`config.mk`:
```
export PLATFORM = sky130hd
export DESIGN_NAME = uart_rx_fifo
export DESIGN_NICKNAME = d
export VERILOG_FILES = /design/src/rtl/uart_rx_fifo.sv
export SDC_FILE = /design/constraint.sdc
export NUM_CORES = 1
export LEC_CHECK = 0
export BUFFER_PORTS_ARGS = -buffer_cell sky130_fd_sc_hd__buf_2
export CAP_MARGIN = 20
export CORE_ASPECT_RATIO = 1.75
export CORE_MARGIN = 1.5
export CORE_UTILIZATION = 40
export DETAILED_ROUTE_END_ITERATION = 10
export GPL_ROUTABILITY_DRIVEN = 0
export PLACE_DENSITY = 0.67
export SLEW_MARGIN = 20
export SYNTH_ARGS = -nofsm -noshare
export SYNTH_HDL_FRONTEND = slang
export SYNTH_SLANG_ARGS = --single-unit
export TNS_END_PERCENT = 10
```
`constraint.sdc`:
```
create_clock -name i_clk -period 6.4 [get_ports i_clk]
set_input_delay 0.32 -clock i_clk [delete_from_list [all_inputs] [get_ports i_clk]]
set_output_delay 0.32 -clock i_clk [all_outputs]
set_load 0.005 [all_outputs]
```
`src/rtl/uart_rx_fifo.sv`:
```
// UART receiver: 2-flop synchroniser, start-bit glitch filter, configurable framing, receive FIFO with sticky overrun.
// Optional macro UART_RX_MAJORITY_EN selects 2-of-3 majority bit sampling; otherwise bits are a single sample.
module uart_rx_fifo #(
  parameter int BAUD        = 9_600,
  parameter int INPUT_CLOCK = 16_000_000,
  parameter int DATA_BITS   = 8,
  parameter int PARITY      = 0,
  parameter int STOP_BITS   = 1,
  parameter int FIFO_DEPTH  = 4
) (
  input  logic                 i_clk,
  input  logic                 i_rst_n,
  input  logic                 i_rx,
  output logic [DATA_BITS-1:0] data,
  output logic                 new_data,
  input  logic                 ack_data,
  output logic                 frame_err,
  output logic                 parity_err,
  output logic                 overrun
);

  localparam int CPB   = INPUT_CLOCK / BAUD;
  localparam int HALF  = CPB / 2;
  localparam int CNT_W = $clog2(CPB + 1);
  localparam int BW    = 4;
  localparam int AW    = $clog2(FIFO_DEPTH);
  localparam int EW    = DATA_BITS + 2;

  typedef enum logic [2:0] {
    S_IDLE,
    S_START,
    S_DATA,
    S_PARITY,
    S_STOP,
    S_BREAK
  } state_t;

  logic r_rx_s1, r_rx_s2;
  logic w_rx, w_smp;

  always_ff @(posedge i_clk or negedge i_rst_n) begin
    if (!i_rst_n) begin
      r_rx_s1 <= 1'b1;
      r_rx_s2 <= 1'b1;
    end else begin
      r_rx_s1 <= i_rx;
      r_rx_s2 <= r_rx_s1;
    end
  end

  assign w_rx = r_rx_s2;

`ifdef UART_RX_MAJORITY_EN
  logic r_rx_d1, r_rx_d2;

  always_ff @(posedge i_clk or negedge i_rst_n) begin
    if (!i_rst_n) begin
      r_rx_d1 <= 1'b1;
      r_rx_d2 <= 1'b1;
    end else begin
      r_rx_d1 <= w_rx;
      r_rx_d2 <= r_rx_d1;
    end
  end

  // The decision clock holds the +1 sample; the window is centred one clock earlier.
  assign w_smp = (w_rx & r_rx_d1) | (w_rx & r_rx_d2) | (r_rx_d1 & r_rx_d2);
`else
  assign w_smp = w_rx;
`endif

  state_t               r_state, w_state_nxt;
  logic [CNT_W-1:0]     r_cnt, w_cnt_nxt;
  logic [BW-1:0]        r_bcnt, w_bcnt_nxt;
  logic [DATA_BITS-1:0] r_shift, w_shift_nxt;
  logic                 r_ferr, w_ferr_nxt;
  logic                 r_perr, w_perr_nxt;
  logic                 w_tick;
  logic                 w_push;
  logic                 w_push_ferr;

  assign w_tick = (r_cnt == CNT_W'(CPB - 1));

  always_ff @(posedge i_clk or negedge i_rst_n) begin
    if (!i_rst_n) begin
      r_state <= S_IDLE;
      r_cnt   <= '0;
      r_bcnt  <= '0;
      r_shift <= '0;
      r_ferr  <= 1'b0;
      r_perr  <= 1'b0;
    end else begin
      r_state <= w_state_nxt;
      r_cnt   <= w_cnt_nxt;
      r_bcnt  <= w_bcnt_nxt;
      r_shift <= w_shift_nxt;
      r_ferr  <= w_ferr_nxt;
      r_perr  <= w_perr_nxt;
    end
  end

  always_comb begin
    w_state_nxt = r_state;
    w_cnt_nxt   = r_cnt;
    w_bcnt_nxt  = r_bcnt;
    w_shift_nxt = r_shift;
    w_ferr_nxt  = r_ferr;
    w_perr_nxt  = r_perr;
    w_push      = 1'b0;
    w_push_ferr = r_ferr;
    case (r_state)
      S_IDLE: begin
        w_cnt_nxt = '0;
        if (!w_rx) w_state_nxt = S_START;
      end
      S_START: begin
        if (w_rx) begin
          w_state_nxt = S_IDLE;
          w_cnt_nxt   = '0;
        end else if (r_cnt == CNT_W'(HALF - 1)) begin
          w_state_nxt = S_DATA;
          w_cnt_nxt   = '0;
          w_bcnt_nxt  = '0;
          w_ferr_nxt  = 1'b0;
          w_perr_nxt  = 1'b0;
        end else begin
          w_cnt_nxt = r_cnt + 1'b1;
        end
      end
      S_DATA: begin
        if (w_tick) begin
          w_cnt_nxt   = '0;
          w_shift_nxt = {w_smp, r_shift[DATA_BITS-1:1]};
          if (r_bcnt == BW'(DATA_BITS - 1)) begin
            w_bcnt_nxt  = '0;
            w_state_nxt = (PARITY != 0) ? S_PARITY : S_STOP;
          end else begin
            w_bcnt_nxt = r_bcnt + 1'b1;
          end
        end else begin
          w_cnt_nxt = r_cnt + 1'b1;
        end
      end
      S_PARITY: begin
        if (w_tick) begin
          w_cnt_nxt   = '0;
          // Odd parity expects the XOR over data and parity to be 1, even expects 0.
          w_perr_nxt  = (^r_shift) ^ w_smp ^ (PARITY == 1);
          w_state_nxt = S_STOP;
        end else begin
          w_cnt_nxt = r_cnt + 1'b1;
        end
      end
      S_STOP: begin
        if (w_tick) begin
          w_cnt_nxt = '0;
          if (!w_smp) w_ferr_nxt = 1'b1;
          if (r_bcnt == BW'(STOP_BITS - 1)) begin
            w_bcnt_nxt  = '0;
            w_push      = 1'b1;
            w_push_ferr = r_ferr | ~w_smp;
            w_state_nxt = w_smp ? S_IDLE : S_BREAK;
          end else begin
            w_bcnt_nxt = r_bcnt + 1'b1;
          end
        end else begin
          w_cnt_nxt = r_cnt + 1'b1;
        end
      end
      S_BREAK: begin
        w_cnt_nxt = '0;
        if (w_rx) w_state_nxt = S_IDLE;
      end
      default: begin
        w_state_nxt = S_IDLE;
        w_cnt_nxt   = '0;
      end
    endcase
  end

  logic [EW-1:0] r_mem [FIFO_DEPTH];
  logic [AW:0]   r_wr, r_rd;
  logic [AW:0]   w_wr_nxt, w_rd_nxt;
  logic          w_full, w_pop, w_wr_en, w_ovr_set, w_empty_nxt;
  logic [EW-1:0] w_push_ent, w_head_nxt;

  assign w_full      = (r_wr[AW] != r_rd[AW]) && (r_wr[AW-1:0] == r_rd[AW-1:0]);
  assign w_pop       = ack_data & new_data;
  assign w_wr_en     = w_push & (~w_full | w_pop);
  assign w_ovr_set   = w_push & w_full & ~w_pop;
  assign w_push_ent  = {r_perr, w_push_ferr, r_shift};
  assign w_wr_nxt    = r_wr + {{AW{1'b0}}, w_wr_en};
  assign w_rd_nxt    = r_rd + {{AW{1'b0}}, w_pop};
  assign w_empty_nxt = (w_wr_nxt == w_rd_nxt);
  // A word written this cycle into the slot that becomes the head is forwarded straight to the outputs.
  assign w_head_nxt  = (w_wr_en && (w_rd_nxt[AW-1:0] == r_wr[AW-1:0])) ? w_push_ent
                                                                       : r_mem[w_rd_nxt[AW-1:0]];

  always_ff @(posedge i_clk) begin
    if (w_wr_en) r_mem[r_wr[AW-1:0]] <= w_push_ent;
  end

  always_ff @(posedge i_clk or negedge i_rst_n) begin
    if (!i_rst_n) begin
      r_wr       <= '0;
      r_rd       <= '0;
      data       <= '0;
      new_data   <= 1'b0;
      frame_err  <= 1'b0;
      parity_err <= 1'b0;
      overrun    <= 1'b0;
    end else begin
      r_wr     <= w_wr_nxt;
      r_rd     <= w_rd_nxt;
      new_data <= ~w_empty_nxt;
      if (!w_empty_nxt) begin
        data       <= w_head_nxt[DATA_BITS-1:0];
        frame_err  <= w_head_nxt[DATA_BITS];
        parity_err <= w_head_nxt[DATA_BITS+1];
      end else begin
        frame_err  <= 1'b0;
        parity_err <= 1'b0;
      end
      if (w_ovr_set)  overrun <= 1'b1;
      else if (w_pop) overrun <= 1'b0;
    end
  end

endmodule

```
==> results of run 1 <==
-- worst max-delay path: stages (launching register included) --
cell and delay (ns):
dfrtp_1 0.41, inv_1 0.09, ha_1 0.13, or3b_2 0.50, nor4b_2 0.39, nand4_1 0.21
inv_1 0.13, ha_1 0.15, ha_1 0.15, xor2_1 0.21, xor2_1 0.11, nor3_2 0.48
buf_4 0.30, nor3b_1 0.09, a221o_1 0.28
-- worst paths after layout --
| path | depth (start not counted) | slack, ns | end | from |
|---|---|---|---|---|
| min in group asynchronous | 2 | 0.08 | r_cnt[6] | i_rst_n |
| min reg2reg | 0 | 0.36 | r_rx_s2 | r_rx_s1 |
| max reg2reg | 14 | 2.64 | data[5] | r_bcnt[0] |
| max in group asynchronous | 2 | 5.90 | overrun | i_rst_n |
| min | 1 | 0.07 | r_rx_s1 | i_rx |
| max | 14 | 2.64 | data[5] | r_bcnt[0] |
-- cell type report --
cell class                 count  share of cell area [%]
clock buffer                   9                    4.98
clock inverter                 7                    1.52
inverter                       8                   0.664
multi-input combinational    181                    33.7
sequential                    88                    53.2
tap                          125                    3.46
timing repair buffer          20                    2.49
-- flip-flops by register name, indices dropped and copies added (netlist names), 3 cells and up --
| register | flops |
|---|---|
| r_state | 3 |
| r_bcnt | 4 |
| r_wr | 3 |
| r_rd | 3 |
| r_cnt | 11 |
| data | 8 |
| r_shift | 8 |
| r_mem | 40 |
-- synthesized netlist by cell type, drive strengths merged, types with 6 or more instances --
library cell and number:
nand3 7, xnor2 16, a221o 8, mux4 10, inv 8, nor3 8, dfrtp 46, clkbuf 6
xor2 13, nand2 16, o21ai 7, edfxtp 40, mux2 9, nor3b 11, ha 9, nor2 24
-- metrics by stage --
stage	instances	power [mW]	cell area, um^2	hold slack (ns)	util [%]
after floorplan	287	0.785	4020	0.0244	-
after global placement	421	0.810	4220	0.346	43.1
after detailed placement	422	0.814	4230	0.350	43.2
after CTS	438	1.33	4520	0.0577	46.2
after global routing	438	1.37	4520	0.0633	46.2
final	438	1.32	4520	0.0702	46.2
-- logic make-up (layout without fill, tap and decap cells) --
logic type               count (synthesis)  after routing  synth area share, %
AO/OA/AOI/OAI                           30             30                 6.36
adder cells (fa/ha/maj)                  9              9                 2.80
buffers and inverters                   18             44                 2.37
multiplexers                            21             21                 8.63
flip-flops                              88             88                 59.9
XOR/XNOR                                29             29                 6.32
AND/OR/NAND/NOR                         92             92                 13.6
-- metal layers --
metal / wire [um] / vias to the layer above
met3: 219 / 13
met1: 2950 / 1181
li1: - / 1122
met2: 4130 / 36
met5: 0 / -
met4: 165 / 0
-- where the power goes --
| part | switching [mW] | internal (mW) |
|---|---|---|
| sequential | 0.0377 | 0.604 |
| clock | 0.243 | 0.276 |
| combinational | 0.0935 | 0.0673 |
| total | 0.375 | 0.947 |
==> impl_metrics.env, run 1 <==
export IMPL_synthFlopType="dfrtp_1"
export IMPL_drive_gt1_share_pct=22.7
export IMPL_postCtsSetupRepairBufs=0
export IMPL_ctsResizeCount=0
export IMPL_synthCells=287
export IMPL_grt_pass1_wl_um=12200
export IMPL_wl_per_cell_um=17.0
export IMPL_slew_viol_final=0
export IMPL_fmax_mhz=266
export IMPL_netlist_cell_type_count=52
export IMPL_area_delta_synth_final_pct=12.5
export IMPL_track_usage_pct=15.4
export IMPL_drt_pass1_iterations=4
export IMPL_finClkSkew_ns=0.00555
export IMPL_critPathArrivalTime_ns=3.99
export IMPL_worst_path_max_fanout=15
export IMPL_fillers=894
export IMPL_vdd_drop_max_mv=0.143
export IMPL_synth_async_sr_flop_share_pct=54.5
export IMPL_critPathLaunchType="flop"
export IMPL_path_class="reg2reg"
export IMPL_antenna_left=0
export IMPL_portBuffers=15
export IMPL_met2_usage_pct=27.7
export IMPL_tightestPinTransition_ns=0.976
export IMPL_maxCapViolations=0
export IMPL_synth_edf_count=40
export IMPL_rows=48
export IMPL_clockBufferDepth=2
export IMPL_clk_latency_ns=0.35
export IMPL_p_per_area_mw_per_mm2=293
export IMPL_cts_tree="built"
export IMPL_syn_area_mm2=0.00402
export IMPL_hold_viol_final=0
export IMPL_cp_end_kind="flop"
export IMPL_use_met3_pct=3.84
export IMPL_die_y_um=136
export IMPL_grt_max_degree=49
export IMPL_hp_class="in2reg"
export IMPL_dpl_hpwl_um=5240
export IMPL_htreeDepth=3
export IMPL_final_cell_mix="dfrtp_1 (46), edfxtp_1 (40), nor2_1 (24)"
export IMPL_clkSinkCount=88
export IMPL_cts_inserted_buffers=9
export IMPL_synth_avg_cell_area_um2=14.0
export IMPL_slew_headroom_pct=34.7
export IMPL_synth_top_area_share_pct=29.9
export IMPL_busiest_layer="met2"
export IMPL_netlist_top_cells_area="edfxtp_1 (30%), dfrtp_1 (29%), mux4_2 (5.6%), xnor2_1 (3.5%), xor2_1 (2.8%)"
export IMPL_final_common_cell="dfrtp_1"
export IMPL_coreArea_mm2=0.00979
export IMPL_initial_core_util_pct=41.0
export IMPL_status="finished clean"
export IMPL_die_w_um=78.7
export IMPL_vias=2352
export IMPL_ios=16
export IMPL_tns_ns=0
export IMPL_clock_root_buffer="clkbuf_16"
export IMPL_fin_crit_ns=3.76
export IMPL_grt_pass1_vias=2335
export IMPL_yosys_area_top_type="edfxtp_1"
export IMPL_clkTransAtPathRegs_ns=0.07
export IMPL_synth_seq_cells=88
export IMPL_setup_viol=0
export IMPL_antenna_found_initial=0
export IMPL_synth_warnings=0
export IMPL_period_share_pct=58.7
export IMPL_synth_fp_nets=300
export IMPL_rsz0062_at_grt="no"
export IMPL_ys_seq_area_share_pct=59.9
export IMPL_n_antenna_cell=0
export IMPL_via_per_inst=5.37
export IMPL_seqCellArea_mm2=0.00240
export IMPL_drt_initial_drc_count=197
export IMPL_post_place_ws_ns=2.65
export IMPL_nets=321
export IMPL_postCtsHoldBufs=0
export IMPL_wl_um=7460
export IMPL_multi_input_area_mm2=0.00152
export IMPL_gr_total_overflow=0
export IMPL_fin_ws_ns=2.64
export IMPL_cp_required_ns=6.63
export IMPL_drc=0
export IMPL_p_leak_nw=1.93
export IMPL_die_area_mm2=0.0107
export IMPL_grtUsageMet1_pct=17.0
(Power assumes the default switching activity.)
==> inputs of run 2 (changes only) <==
==> constraint.sdc (replaced) <==
create_clock -name i_clk -period 3.6 [get_ports i_clk]
set_input_delay 0.18 -clock i_clk [delete_from_list [all_inputs] [get_ports i_clk]]
set_output_delay 0.18 -clock i_clk [all_outputs]
set_load 0.005 [all_outputs]
==> run 2 against run 1 <==
Net effect: clock power is 70% higher; non-clock buffer count is 8 higher; worst setup slack worse by 2.4 ns; critical path depth stayed put; sequential share of layout area is 0.70 points lower; critical endpoint is now data[2].
==> impl_metrics.env, run 2 (synthesis gave the netlist of run 1 again) <==
export IMPL_die_area_mm2=0.0107
export IMPL_slew_headroom_pct=51.6
export IMPL_fillers=868
export IMPL_status="finished clean"
export IMPL_cts_inserted_buffers=9
export IMPL_critPathArrivalTime_ns=3.61
export IMPL_worst_path_max_fanout=16
export IMPL_instances_no_fill=446
export IMPL_fin_crit_ns=3.39
export IMPL_clockBufferDepth=2
export IMPL_cp_required_ns=3.82
export IMPL_hold_ws_ns=0.179
export IMPL_p_leak_nw=1.96
export IMPL_n_antenna_cell=0
export IMPL_fmax_mhz=295
export IMPL_post_place_ws_ns=0.164
export IMPL_largest_reg_flops=40
export IMPL_utilization_pct=46.8
export IMPL_rows=48
export IMPL_antenna_left=0
export IMPL_final_common_cell="dfrtp_1"
export IMPL_multi_input_area_mm2=0.00152
export IMPL_tns_ns=0
export IMPL_rsz0062_at_grt="no"
export IMPL_grt_pass1_wl_um=12700
export IMPL_track_usage_pct=16.1
export IMPL_gr_total_overflow=0
export IMPL_grt_max_degree=49
export IMPL_p_per_area_mw_per_mm2=509
export IMPL_final_cell_mix="dfrtp_1 (46), edfxtp_1 (40), nor2_1 (24)"
export IMPL_ios=16
export IMPL_r2r_end="data[2]"
export IMPL_wl_per_cell_um=17.4
export IMPL_finClkSkew_ns=0.00709
export IMPL_hold_viol_final=0
export IMPL_drc=0
export IMPL_die_y_um=136
export IMPL_grt_pass1_vias=2442
export IMPL_fin_area_mm2=0.00458
export IMPL_dpl_hpwl_um=5400
export IMPL_hp_class="in2reg"
export IMPL_coreArea_mm2=0.00979
export IMPL_drt_initial_drc_count=220
export IMPL_hold_path_startpoint="ack_data"
export IMPL_critPathLaunchType="flop"
export IMPL_fin_ws_ns=0.207
export IMPL_dpl_cell_count=428
export IMPL_cts_tree="built"
export IMPL_ff2ff_path_depth=14
export IMPL_place_area_mm2=0.00427
export IMPL_hold_depth=4
export IMPL_die_w_um=78.7
export IMPL_postCtsSetupRepairBufs=0
export IMPL_area_delta_synth_final_pct=14.0
export IMPL_vdd_drop_max_mv=0.260
export IMPL_holdPathEnd="overrun"
export IMPL_htreeDepth=3
export IMPL_drive_gt1_share_pct=23.7
export IMPL_r2r_slack_ns=0.21
export IMPL_initial_core_util_pct=41.0
export IMPL_seqCellArea_mm2=0.00240
export IMPL_clk_latency_ns=0.34
export IMPL_setup_viol=0
export IMPL_wl_um=7780
export IMPL_drt_pass1_iterations=4
export IMPL_path_class="reg2reg"
export IMPL_p_total_mw=2.33
export IMPL_clkSinkCount=88
export IMPL_via_per_inst=5.42
export IMPL_period_share_pct=94.3
export IMPL_slew_viol_final=0
export IMPL_portBuffers=15
export IMPL_cp_end_kind="flop"
export IMPL_maxCapViolations=0
export IMPL_antenna_found_initial=0
export IMPL_vias=2417
export IMPL_tightestPinTransition_ns=0.723
export IMPL_clock_root_buffer="clkbuf_16"
export IMPL_nets=329
export IMPL_reg2reg_from="r_bcnt[0]"
export IMPL_clkTransAtPathRegs_ns=0.06
[run 2: cell types whose count changed in the layout (fill, tap and decap cells not counted), sizes merged]
cell / delta
dlygate4sd3: +2
clkinvlp: +2
inv: -5
buf: +6
clkbuf: +3
[run 2: metal layers]
metal | GRT usage [%] | share of wire, % | vias to the layer above
met5 | 0 | 0 | -
met4 | 7.64 | 2.1 | 0
met3 | 4.31 | 2.5 | 10
met2 | 28.4 | 56 | 35
met1 | 17.7 | 39 | 1247
li1 | - | - | 1125
[run 2: repair_timing]
action                                  CTS  global route
hold buffers                              2             0
endpoints found under the hold margin    47             0
gates resized for setup                   0             1
endpoints found under the setup margin    0             8
[run 2: area by class of cell]
type,instances,area share [%]
sequential,88,52.5
multi-input combinational,181,33.2
clock buffer,12,5.60
timing repair buffer,28,3.96
tap,125,3.42
inverter,8,0.656
clock inverter,4,0.628
[run 2: critical path: stages, from the launching register on]
cell,delay [ns]
dfrtp_1,0.40
inv_1,0.09
ha_1,0.13
or3b_2,0.49
nor4b_2,0.28
nand4_1,0.18
inv_1,0.13
ha_1,0.15
ha_1,0.16
xor2_1,0.22
xor2_1,0.11
nor3_2,0.34
buf_6,0.23
nor3b_1,0.07
a221o_1,0.29
[run 2: power by group]
part	internal (mW)	switching (mW)	leakage, nW
Combinational	0.131	0.187	0.695
Clock	0.507	0.379	0.135
Sequential	1.07	0.0536	1.13
Total	1.71	0.619	1.96
[run 2: worst max path at each step]
stage	to	slack [ns]	from
detailed placement	data[2]	0.16	r_bcnt[0]
global route	data[2]	0.006	r_bcnt[0]
global placement	data[5]	0.35	r_bcnt[0]
CTS	data[2]	0.16	r_bcnt[0]
floorplan	data[1]	0.15	r_bcnt[0]
finish	data[2]	0.21	r_bcnt[0]
==> inputs of run 3 (changes only) <==
--- a/config.mk
+++ b/config.mk
@@ -5,6 +5,7 @@
 export SDC_FILE = /design/constraint.sdc
 export NUM_CORES = 1
 export LEC_CHECK = 0
+export ABC_CLOCK_PERIOD_IN_PS = 4400
 export BUFFER_PORTS_ARGS = -buffer_cell sky130_fd_sc_hd__buf_2
 export CAP_MARGIN = 20
 export CORE_ASPECT_RATIO = 1.75
==> constraint.sdc (replaced) <==
create_clock -name i_clk -period 4.4 [get_ports i_clk]
set_input_delay 0.22 -clock i_clk [delete_from_list [all_inputs] [get_ports i_clk]]
set_output_delay 0.22 -clock i_clk [all_outputs]
set_load 0.005 [all_outputs]
==> run 3 against run 2 <==
Net effect: worst hold slack improved by 0.044 ns; largest power group unchanged; non-clock buffer count fell by 4; global-route usage shrank 0.35 points; critical endpoint is now data[5]; wire length shrank 4.5%; final cell count fell by 0.90%; die area did not move; combinational power fell by 26%; clock skew fell by 0.00080 ns; largest cell class unchanged; via count decreased by 1.8%.
==> impl_metrics.env, run 3 (synthesis gave the netlist of run 1 again) <==
export IMPL_status="finished clean"
export IMPL_cts_inserted_buffers=9
export IMPL_via_per_inst=5.37
export IMPL_grt_pass1_wl_um=12600
export IMPL_grt_pass1_vias=2437
export IMPL_drive_gt1_share_pct=23.0
export IMPL_rows=48
export IMPL_r2r_end="data[5]"
export IMPL_area_delta_synth_final_pct=14.3
export IMPL_coreArea_mm2=0.00979
export IMPL_p_per_area_mw_per_mm2=436
export IMPL_reg2reg_from="r_bcnt[0]"
export IMPL_initial_core_util_pct=41.0
export IMPL_portBuffers=15
export IMPL_postCtsSetupRepairBufs=0
export IMPL_fmax_mhz=285
export IMPL_clkTransAtPathRegs_ns=0.07
export IMPL_worst_path_max_fanout=19
export IMPL_critPathLaunchType="flop"
export IMPL_drc=0
export IMPL_die_area_mm2=0.0107
export IMPL_clk_latency_ns=0.34
export IMPL_slew_headroom_pct=55.7
export IMPL_htreeDepth=3
export IMPL_period_share_pct=79.8
export IMPL_dpl_hpwl_um=5230
export IMPL_path_class="reg2reg"
export IMPL_r2r_slack_ns=0.89
export IMPL_n_antenna_cell=0
export IMPL_clockBufferDepth=2
export IMPL_final_cell_mix="dfrtp_1 (46), edfxtp_1 (40), nor2_1 (24)"
export IMPL_hold_ws_ns=0.223
export IMPL_die_w_um=78.7
export IMPL_grt_max_degree=49
export IMPL_vdd_drop_max_mv=0.204
export IMPL_ff2ff_path_depth=14
export IMPL_drt_initial_drc_count=145
export IMPL_wl_um=7440
export IMPL_crit_end="data[5]"
export IMPL_clock_root_buffer="clkbuf_16"
export IMPL_rsz0062_at_grt="no"
export IMPL_maxCapViolations=0
export IMPL_multi_input_area_mm2=0.00152
export IMPL_finClkSkew_ns=0.00629
export IMPL_cp_required_ns=4.62
export IMPL_slew_viol_final=0
export IMPL_fin_crit_ns=3.51
export IMPL_drt_pass1_iterations=4
export IMPL_track_usage_pct=15.8
export IMPL_critPathArrivalTime_ns=3.73
export IMPL_die_y_um=136
export IMPL_final_common_cell="dfrtp_1"
export IMPL_hold_viol_final=0
export IMPL_cts_tree="built"
export IMPL_fillers=875
export IMPL_clkSinkCount=88
export IMPL_cp_startpoint="r_bcnt[0]"
export IMPL_nets=325
export IMPL_p_leak_nw=1.96
export IMPL_seqCellArea_mm2=0.00240
export IMPL_setup_viol=0
export IMPL_postCtsHoldBufs=2
export IMPL_cp_end_kind="flop"
export IMPL_largest_reg_flops=40
export IMPL_wl_per_cell_um=16.8
export IMPL_gr_total_overflow=0
export IMPL_ctsResizeCount=0
export IMPL_antenna_found_initial=0
export IMPL_hp_class="in2reg"
export IMPL_vias=2373
export IMPL_antenna_left=0
export IMPL_tns_ns=0
export IMPL_ios=16
export IMPL_tightestPinTransition_ns=0.662
-- run 3: how the worst min path moves through the flow --
stage / end / slack (ns) / from / depth (start not counted)
5_1_grt: overrun / 0.29 / ack_data / 4
3_5_place_dp: r_rx_s1 / 0.33 / i_rx / 1
2_1_floorplan: data[0] / -0.08 / i_rst_n / 0
4_1_cts: overrun / 0.21 / ack_data / 4
3_3_place_gp: r_rx_s1 / 0.33 / i_rx / 1
6_report: overrun / 0.22 / ack_data / 4
-- run 3: routing by layer --
metal / track usage [%] / share of wire, %
met5: 0 / 0
met4: 6.35 / 1.7
met3: 3.43 / 2.2
met2: 28.9 / 57
met1: 17.3 / 39
-- run 3: area by class of cell --
cell class                 count  share of cell area (%)
clock buffer                   9                    4.91
clock inverter                 7                    2.26
inverter                       8                   0.654
multi-input combinational    181                    33.2
sequential                    88                    52.4
tap                          125                    3.41
timing repair buffer          24                    3.22
-- run 3: power by group --
part / total [mW] / switching, mW / internal (mW) / leakage, nW
logic: 0.235 / 0.137 / 0.0987 / 0.673
registers: 0.935 / 0.0559 / 0.879 / 1.13
clock network: 0.830 / 0.325 / 0.504 / 0.161
total: 2.00 / 0.518 / 1.48 / 1.96
-- run 3: stage by stage --
| stage | instances | power, mW | area [um^2] | utilization, % | setup slack [ns] |
|---|---|---|---|---|---|
| 4_1_cts | 442 | 2.02 | 4590 | 46.9 | 0.884 |
| 3_5_place_dp | 424 | 1.19 | 4240 | 43.3 | 0.858 |
| 3_3_place_gp | 424 | 1.18 | 4240 | 43.3 | 1.08 |
| 6_report | 442 | 2.00 | 4590 | 46.9 | 0.889 |
| 5_1_grt | 442 | 2.08 | 4590 | 46.9 | 0.581 |
| 2_1_floorplan | 287 | 1.14 | 4020 | - | 0.952 |
-- run 3: critical path, stage by stage (launching register included) --
cell and delay, ns:
dfrtp_1 0.41, inv_1 0.09, ha_1 0.14, or3b_2 0.49
nor4b_2 0.36, nand4_1 0.19, inv_1 0.14, ha_1 0.17
ha_1 0.15, xor2_1 0.20, xor2_1 0.11, nor3_2 0.28
buf_4 0.28, nor3b_1 0.08, a221o_1 0.29
